`src/rtl/jpeg_stream_pkg.sv`:
```
// jpeg_stream_pkg: shared types for the block -> pixel drain path.
// Sample width comes from the `Q macro (normally supplied by sys_defs.svh);
// an 8-bit fallback keeps standalone builds of this slice complete.
`ifndef Q
`define Q 8
`endif

package jpeg_stream_pkg;

    localparam int QW   = `Q;
    localparam int NPIX = 64;

    // One output pixel, all three channels side by side.
    typedef struct packed {
        logic [QW-1:0] y;
        logic [QW-1:0] cb;
        logic [QW-1:0] cr;
    } pix_t;

    // One 8x8 block, indexed [row][col].
    typedef logic [7:0][7:0][QW-1:0] blk_t;

    typedef enum logic {
        IDLE   = 1'b0,
        STREAM = 1'b1
    } state_t;

endpackage

```
`src/rtl/block_hold_bank.sv`:
```
// block_hold_bank: holds one Y/Cb/Cr block triple and presents the pixel
// selected by a raster index. The read mux is combinational; the top
// registers whatever it picks.
module block_hold_bank
    import jpeg_stream_pkg::*;
(
    input  logic       clk,
    input  logic       rst,
    input  logic       load,
    input  blk_t       y_in,
    input  blk_t       cb_in,
    input  blk_t       cr_in,
    input  logic [5:0] rd_idx,
    output pix_t       rd_pix
);

    blk_t y_q;
    blk_t cb_q;
    blk_t cr_q;

    // Capture the whole triple in one cycle when loaded.
    always_ff @(posedge clk) begin
        if (!rst) begin
            y_q  <= '0;
            cb_q <= '0;
            cr_q <= '0;
        end else if (load) begin
            y_q  <= y_in;
            cb_q <= cb_in;
            cr_q <= cr_in;
        end
    end

    // Raster index: upper three bits pick the row, lower three the column.
    always_comb begin
        rd_pix    = '0;
        rd_pix.y  = y_q[rd_idx[5:3]][rd_idx[2:0]];
        rd_pix.cb = cb_q[rd_idx[5:3]][rd_idx[2:0]];
        rd_pix.cr = cr_q[rd_idx[5:3]][rd_idx[2:0]];
    end

endmodule

```
`src/rtl/block_pixel_streamer.sv`:
```
// block_pixel_streamer: captures an aligned Y/Cb/Cr 8x8 triple in one cycle
// and drains it as 64 raster-order pixels under valid/ready.
// Optional: define STREAM_DBUF_EN for an active/shadow bank pair, which lets
// the next block be captured mid-stream and follow with no bubble.
module block_pixel_streamer
    import jpeg_stream_pkg::*;
(
    input  logic          clk,
    input  logic          rst,
    input  logic          valid_in,
    output logic          in_ready,
    input  blk_t          y_in,
    input  blk_t          cb_in,
    input  blk_t          cr_in,
    output logic          pix_valid,
    input  logic          pix_ready,
    output logic [QW-1:0] pix_y,
    output logic [QW-1:0] pix_cb,
    output logic [QW-1:0] pix_cr,
    output logic [2:0]    pix_row,
    output logic [2:0]    pix_col,
    output logic          pix_last,
    output logic          drop_err
);

    state_t     state;
    logic [5:0] pix_idx;
    pix_t       pix_out;
    logic       capture;
    logic       accept;
    logic       at_last;
    pix_t       in_pix0;

    assign capture = valid_in & in_ready;
    assign accept  = pix_valid & pix_ready;
    assign at_last = (pix_idx == 6'(NPIX - 1));
    // Pixel 0 straight from the inputs, so a block loaded this cycle can be
    // presented on the next one without waiting for the bank.
    assign in_pix0 = {y_in[0][0], cb_in[0][0], cr_in[0][0]};

    assign pix_y    = pix_out.y;
    assign pix_cb   = pix_out.cb;
    assign pix_cr   = pix_out.cr;
    assign pix_row  = pix_idx[5:3];
    assign pix_col  = pix_idx[2:0];
    assign pix_last = at_last;

    // Sticky overrun flag: upstream never retries, so a dropped triple is lost.
    always_ff @(posedge clk) begin
        if (!rst)
            drop_err <= 1'b0;
        else if (valid_in && !in_ready)
            drop_err <= 1'b1;
    end

`ifdef STREAM_DBUF_EN

    logic       act;
    logic       sh;
    logic [1:0] full;
    logic       tgt;
    logic [1:0] load;
    logic [5:0] rd_idx [2];
    pix_t       bank_pix [2];
    pix_t       next_pix0;

    assign sh  = ~act;
    // Fill the active bank when idle, otherwise the shadow.
    assign tgt = full[act] ? sh : act;
    // First pixel of the following block: parked in the shadow, or arriving now.
    assign next_pix0 = full[sh] ? bank_pix[sh] : in_pix0;

    // Active bank looks one pixel ahead; shadow always offers pixel 0.
    always_comb begin
        for (int b = 0; b < 2; b++) begin
            rd_idx[b] = (1'(b) == act) ? pix_idx + 6'd1 : 6'd0;
            load[b]   = capture && (tgt == 1'(b));
        end
    end

    for (genvar b = 0; b < 2; b++) begin : g_bank
        block_hold_bank u_bank (
            .clk    (clk),
            .rst    (rst),
            .load   (load[b]),
            .y_in   (y_in),
            .cb_in  (cb_in),
            .cr_in  (cr_in),
            .rd_idx (rd_idx[b]),
            .rd_pix (bank_pix[b])
        );
    end

    // Stream FSM with bank swap on the last accept when a block is waiting.
    always_ff @(posedge clk) begin
        if (!rst) begin
            state     <= IDLE;
            pix_idx   <= '0;
            pix_valid <= 1'b0;
            pix_out   <= '0;
            in_ready  <= 1'b0;
            act       <= 1'b0;
            full      <= '0;
        end else begin
            case (state)
                IDLE: begin
                    in_ready <= 1'b1;
                    if (capture) begin
                        state     <= STREAM;
                        pix_valid <= 1'b1;
                        pix_idx   <= '0;
                        pix_out   <= in_pix0;
                        full[act] <= 1'b1;
                    end
                end
                STREAM: begin
                    if (accept && at_last) begin
                        pix_idx   <= '0;
                        full[act] <= 1'b0;
                        in_ready  <= 1'b1;
                        if (full[sh] || capture) begin
                            act      <= sh;
                            full[sh] <= 1'b1;
                            pix_out  <= next_pix0;
                        end else begin
                            state     <= IDLE;
                            pix_valid <= 1'b0;
                            pix_out   <= '0;
                        end
                    end else begin
                        if (accept) begin
                            pix_idx <= pix_idx + 6'd1;
                            pix_out <= bank_pix[act];
                        end
                        if (capture)
                            full[sh] <= 1'b1;
                        in_ready <= ~(full[sh] | capture);
                    end
                end
                default: state <= IDLE;
            endcase
        end
    end

`else

    pix_t       bank_pix;
    logic [5:0] rd_idx;

    // Look one pixel ahead so the output register loads the next beat.
    assign rd_idx = pix_idx + 6'd1;

    block_hold_bank u_bank (
        .clk    (clk),
        .rst    (rst),
        .load   (capture),
        .y_in   (y_in),
        .cb_in  (cb_in),
        .cr_in  (cr_in),
        .rd_idx (rd_idx),
        .rd_pix (bank_pix)
    );

    // Stream FSM: one block at a time, capture only while idle.
    always_ff @(posedge clk) begin
        if (!rst) begin
            state     <= IDLE;
            pix_idx   <= '0;
            pix_valid <= 1'b0;
            pix_out   <= '0;
            in_ready  <= 1'b0;
        end else begin
            case (state)
                IDLE: begin
                    in_ready <= 1'b1;
                    if (capture) begin
                        state     <= STREAM;
                        pix_valid <= 1'b1;
                        pix_idx   <= '0;
                        pix_out   <= in_pix0;
                        in_ready  <= 1'b0;
                    end
                end
                STREAM: begin
                    if (accept) begin
                        if (at_last) begin
                            state     <= IDLE;
                            pix_valid <= 1'b0;
                            pix_idx   <= '0;
                            pix_out   <= '0;
                            in_ready  <= 1'b1;
                        end else begin
                            pix_idx <= pix_idx + 6'd1;
                            pix_out <= bank_pix;
                        end
                    end
                end
                default: state <= IDLE;
            endcase
        end
    end

`endif

endmodule

```
`config.mk`:
```
export PLATFORM = sky130hd
export DESIGN_NAME = block_pixel_streamer
export DESIGN_NICKNAME = d
export VERILOG_FILES = /design/src/rtl/jpeg_stream_pkg.sv /design/src/rtl/block_hold_bank.sv /design/src/rtl/block_pixel_streamer.sv
export SDC_FILE = /design/constraint.sdc
export NUM_CORES = 2
export LEC_CHECK = 0
export CAP_MARGIN = 25
export CORE_AREA = 3 3 618 620
export CTS_BUF_LIST = sky130_fd_sc_hd__clkbuf_4 sky130_fd_sc_hd__clkbuf_8
export DETAILED_ROUTE_END_ITERATION = 10
export DIE_AREA = 0 0 621 623
export PLACE_DENSITY_LB_ADDON = 0.1
export SYNTH_ARGS = -nofsm -noshare
export SYNTH_HDL_FRONTEND = slang
export SYNTH_SLANG_ARGS = --single-unit
```
`constraint.sdc`:
```
create_clock -name clk -period 7.03 [get_ports clk]
set_clock_uncertainty 0.2 [all_clocks]
set_input_delay 2.109 -clock clk [delete_from_list [all_inputs] [get_ports clk]]
set_output_delay 2.109 -clock clk [all_outputs]
set_load 0.005 [all_outputs]
```
======== Word-level counts from Yosys, hierarchy flattened ========
Cells that the tools add are included.
word-level totals
  register bits ........................... 1570
  output and inout port bits .............. 34
  bits of input ports ..................... 1540
operators by class
  add/subtract/negate cells ............... 1
  multiplexer cells ....................... 32
  reduce and logical (&&, ||, !) cells .... 5
  magnitude comparators ................... 2
  equal/unequal tests ..................... 4
  bitwise gates (word level) .............. 3
operator list
  cell                   count
  $bmux W64 S3           3
  $mux W64               3
  $bmux W8 S3            3
  $mux W24               3
  $pmux W24 S2           1
  $mux W8                3
  $mux W6                3
  $pmux W6 S2            1
  $mux W1                9
  $lt A3 B4 Y1 const B   2
  $add A6 B1 Y6 const B  1
  $eq A6 B6 Y1 const B   1
  $pmux W1 S2            3
  $ne A2 B2 Y1 const B   2
  $reduce_and A2 Y1      2
  $reduce_and A3 Y1      1
  $and A1 B1 Y1          2
  $ne A2 B1 Y1 const B   1
  $logic_and A1 B1 Y1    1
  $logic_not A1 Y1       1
  $not A1 Y1             1

======== Depth between registers and ports, before layout ========
  depth in word-level cells ............... 8
  mapped depth ............................ 13
  gate-level depth less buffers ........... 8

======== Hierarchy ========
Synthesis repeated with hierarchy kept, for this count alone.
second synthesis, totals
  cells, all modules ...................... 6208
  area, all modules ....................... 71367.2 um^2
by module, submodules not included
  module                cells each  area an instance (um^2)  times used
  block_hold_bank       6067        69899.5                  1
  block_pixel_streamer  141         1467.7                   1

======== Worst setup path before layout ========
No wires, ideal clock.
  path type ............................... input-to-reg
  start ................................... in valid_in
  end ..................................... reg pix_idx[2]
  slack ................................... 3.032 ns
  setup time .............................. 0.076 ns
  stages on the path ...................... 7
  arrival time ............................ 3.722 ns
  data required time ...................... 6.754 ns
  cell sequence ........................... nand2_1 > o21ai_1 > clkbuf_1 > clkbuf_1 > clkbuf_1 > nand4b_1 > a21boi_0
on the way
  cells in the longest elaborated chain, start to end .. 3
RTL lines
  item                                line                         text
  start: declaration                  block_pixel_streamer.sv:10   input logic valid_in,
  $and A1 B1 Y1                       block_pixel_streamer.sv:34   assign capture = valid_in & in_ready;
  $ne A2 B2 Y1 (no source line)       -
  $reduce_and A2 Y1 (no source line)  -
  end signal: assignment              block_pixel_streamer.sv:193  pix_idx <= pix_idx + 6'd1;
  end: declaration                    block_pixel_streamer.sv:27   logic [5:0] pix_idx;
No other way between the ends.
A chain may end at the register's enable or synchronous reset.

======== Worst setup path after layout ========
  start ................................... reg pix_idx[1]
  end ..................................... out pix_last
on the way
  cells in the longest elaborated chain, start to end .. 1
RTL lines
  item              line                        text
  $eq A6 B6 Y1      block_pixel_streamer.sv:36  assign at_last = (pix_idx == 6'(NPIX - 1));
  end: declaration  block_pixel_streamer.sv:22  output logic pix_last,
No other way between the ends.

==> run_results.csv <==
group,metric,value,unit
final_layout,drive_gt1_share,7.95,%
detailed_routing,dr.max_layer_used,"met5",
final_layout,multiInputGateArea,37300,µm²
cts,cts_tree,"built",
detailed_routing,first_iter_violations,4578,
critical_path,critical_path_class,"reg2out",
placed_design,placed_cell_area,92700,µm²
floorplanning,coreArea,376000,µm²
floorplanning,initial_core_util,19.0,%
sta,slew_headroom,24.8,%
sta,tns,0,ps
power,power_density,226,nW/µm²
grt,antenna_found_initial,284,
cts,ctsHoldBuffers,0,
floorplanning,rows,225,
worst_hold_path,hold_path.class,"reg2reg",
detailed_routing,wl_met1,187000,µm
final_layout,layout-area-overhead-vs-synth,39.5,%
grt,grt_max_degree,192,
detailed_routing,ant_nets,0,
yosys,synthCells,8876,
cts,post_cts_buffers,0,
cts,clk_pin_slew_worst_paths,60,ps
floorplanning,die_h,623,µm
detailed_routing,vias_per_cell,4.52,
run_status,outcome,"finished, final reports clean",
yosys,ys.flop_type,"dfxtp_1",
yosys,synth_area_leader_cell,"dfxtp_1",
yosys,netlist-cell-type-count,54,
power,p_leak,33.0,nW
sta,fin_crit,5550,ps
critical_path,path_max_fanout,14,
final_layout,seq_area,31400,µm²
sta,worst_pin_slew,1130,ps
critical_path,cp_slowest_stage_delay,570,ps
sta,setup_violations,0,
yosys,synth_nets,10400,
cts,h-tree-depth,5,
cts,worstSkewPairLatency,1040,ps
critical_path,worstPathRequired,4720,ps
detailed_routing,dr.pass1.iters,5,
sta,finalHoldViolations,0,
detailed_routing,dr_wl_met3,22700,µm
grt,grt_pass1_wl,596000,µm
sta,finalCritPeriodShare,79.0,%
yosys,synthArstFlopShare,0,%
grt,grt.overflow.total,0,
final_layout,fin_util,26.5,%
yosys,synth_edf_count,0,
critical_path,ff2ff_setup_slack,2110,ps
cts,cts_buffers,330,
sta,max_freq,180,MHz
yosys,netlist_area,71400,µm²
floorplanning,dieArea,387000,µm²
sta,grt_setup_unrepaired,"no",
power,max-vdd-ir-drop,0.114,mV
cts,cts_sinks,1570,
cts,cts.repair.resized,0,
detailed_routing,post_drt_wl_per_cell,28.5,µm
critical_path,startpoint_type,"flop",
yosys,yosysSeqAreaShare,44.0,%
sta,slew_violations,0,
yosys,synth_top_cell_area_share,44.0,%
yosys,yosysMostFrequentCell,"nand2_1",
detailed_routing,wl,444000,µm
detailed_routing,drc,0,
final_layout,fill_cells,41400,
yosys,postSynthAreaPerCell,8.05,µm²
detailed_routing,vias,70300,
detailed_routing,wl_met2,217000,µm
placed_design,dp_hpwl,333000,µm
final_layout,fin_nets,11800,
critical_path,crit_chain,"ha_1 -> nand2_1 -> nor2_1 -> buf_4 -> clkdlybuf4s50_1",
yosys,synth_area_leaders,"dfxtp_1 (44%), nand2_1 (19%), a21boi_0 (16%), mux2i_1 (7.1%), clkbuf_1 (3.1%)",
placed_design,portBuffers,1573,
critical_path,crit_path_end_kind,"output pin",
cts,cts-root-buf,"clkbuf_8",
grt,grt_use_total,22.0,%
final_layout,final_area,99600,µm²
yosys,synth_warnings,0,
critical_path,crit_path_top_delay_cell,"ha_1",
floorplanning,io_pins,1574,
placed_design,routabilityCongestion,0.814,
yosys,synth-seq-cells,1570,
floorplanning,dieWidth,621,µm
grt,grt_pass1_vias,70200,
yosys,synth_commonest_cells,"nand2_1 (3617), dfxtp_1 (1570), a21boi_0 (1540)",
cts,cts.path.max_buffers,4,
critical_path,critical_path_arrival,3250,ps
job,cap_violations,0,
sequential cells by signal (all words and copies together), names as in the netlist:
| register | cells |
|---|---|
| u_bank.cb_q | 512 |
| pix_valid | 1 |
| u_bank.cr_q | 512 |
| drop_err | 1 |
| pix_idx | 6 |
| state | 1 |
| pix_cr | 8 |
| pix_y | 8 |
| in_ready | 1 |
| pix_cb | 8 |
| u_bank.y_q | 512 |
routing by layer:
layer / up-vias / global-route usage [%]
li1: 32600 / -
met1: 34300 / 27.1
met2: 2422 / 38.3
met3: 859 / 3.85
met4: 68 / 7.51
met5: - / 0
stage by stage:
step	total power, mW	hold slack, ps	instances	setup slack, ps
5_1_grt	23.5	279	15500	1220
3_5_place_dp	12.5	257	14900	1840
4_1_cts	23.0	265	15400	1240
2_1_floorplan	10.8	240	8876	3030
3_3_place_gp	12.5	250	14900	1760
6_report	22.6	261	15500	1480
kinds of logic after synthesis:
group	after synthesis	synth area share [%]
xor+xnor	8	0.156
simple gates	3938	21.4
flops	1570	44.0
compound gates	2059	21.2
mux	567	8.98
buf+inv	733	4.23
fa+ha+maj	1	0.0175
area by class of cell:
class                      count  share of cell area [%]
timing repair buffer        1742                    17.8
antenna                      105                   0.264
sequential                  1570                    31.6
clock inverter                31                   0.288
inverter                       3                  0.0113
multi-input combinational   6573                    37.5
clock buffer                 523                    6.38
tap                         4994                    6.27
cell usage in the layout, fill, tap and decap left out, drive strengths merged, types with 27 or more instances in the layout:
| cell | Yosys | final |
|---|---|---|
| a211o | 41 | 41 |
| a21boi | 1540 | 1540 |
| a21oi | 116 | 116 |
| a31oi | 36 | 36 |
| buf | 146 | 170 |
| clkbuf | 584 | 523 |
| clkdlybuf4s50 | 0 | 1572 |
| dfxtp | 1570 | 1570 |
| diode | 0 | 105 |
| mux2i | 508 | 508 |
| mux4 | 59 | 59 |
| nand2 | 3618 | 3618 |
| nand2b | 49 | 49 |
| nand3 | 174 | 174 |
| nor2 | 39 | 39 |
| o2111ai | 27 | 27 |
| o221ai | 37 | 37 |
| o22a | 28 | 28 |
| o22ai | 136 | 136 |
critical path, delay by kind of cell, from the launching register on:
kind	cells	cell delay, ps
buf+inv	2	820
fa+ha+maj	1	570
flops	1	490
simple gates	2	300
report_power, final:
group	leakage, nW	switching [mW]	internal (mW)
sequential	12.8	0.269	9.36
combinational	16.7	1.37	1.32
clock	3.54	4.54	5.70
final timing paths:
path                                                    start                            end  depth (start not counted)
worst min-delay path            u_bank.cb_q[276]$_SDFFE_PN0P_  u_bank.cb_q[276]$_SDFFE_PN0P_                          2
worst max register to register        pix_idx[1]$_SDFFE_PN0P_          pix_y[4]$_SDFFE_PN0P_                          9
worst min register to register  u_bank.cb_q[276]$_SDFFE_PN0P_  u_bank.cb_q[276]$_SDFFE_PN0P_                          2
worst max-delay path                  pix_idx[1]$_SDFFE_PN0P_                       pix_last                          5
No activity file was read; power rests on OpenSTA's default activity.
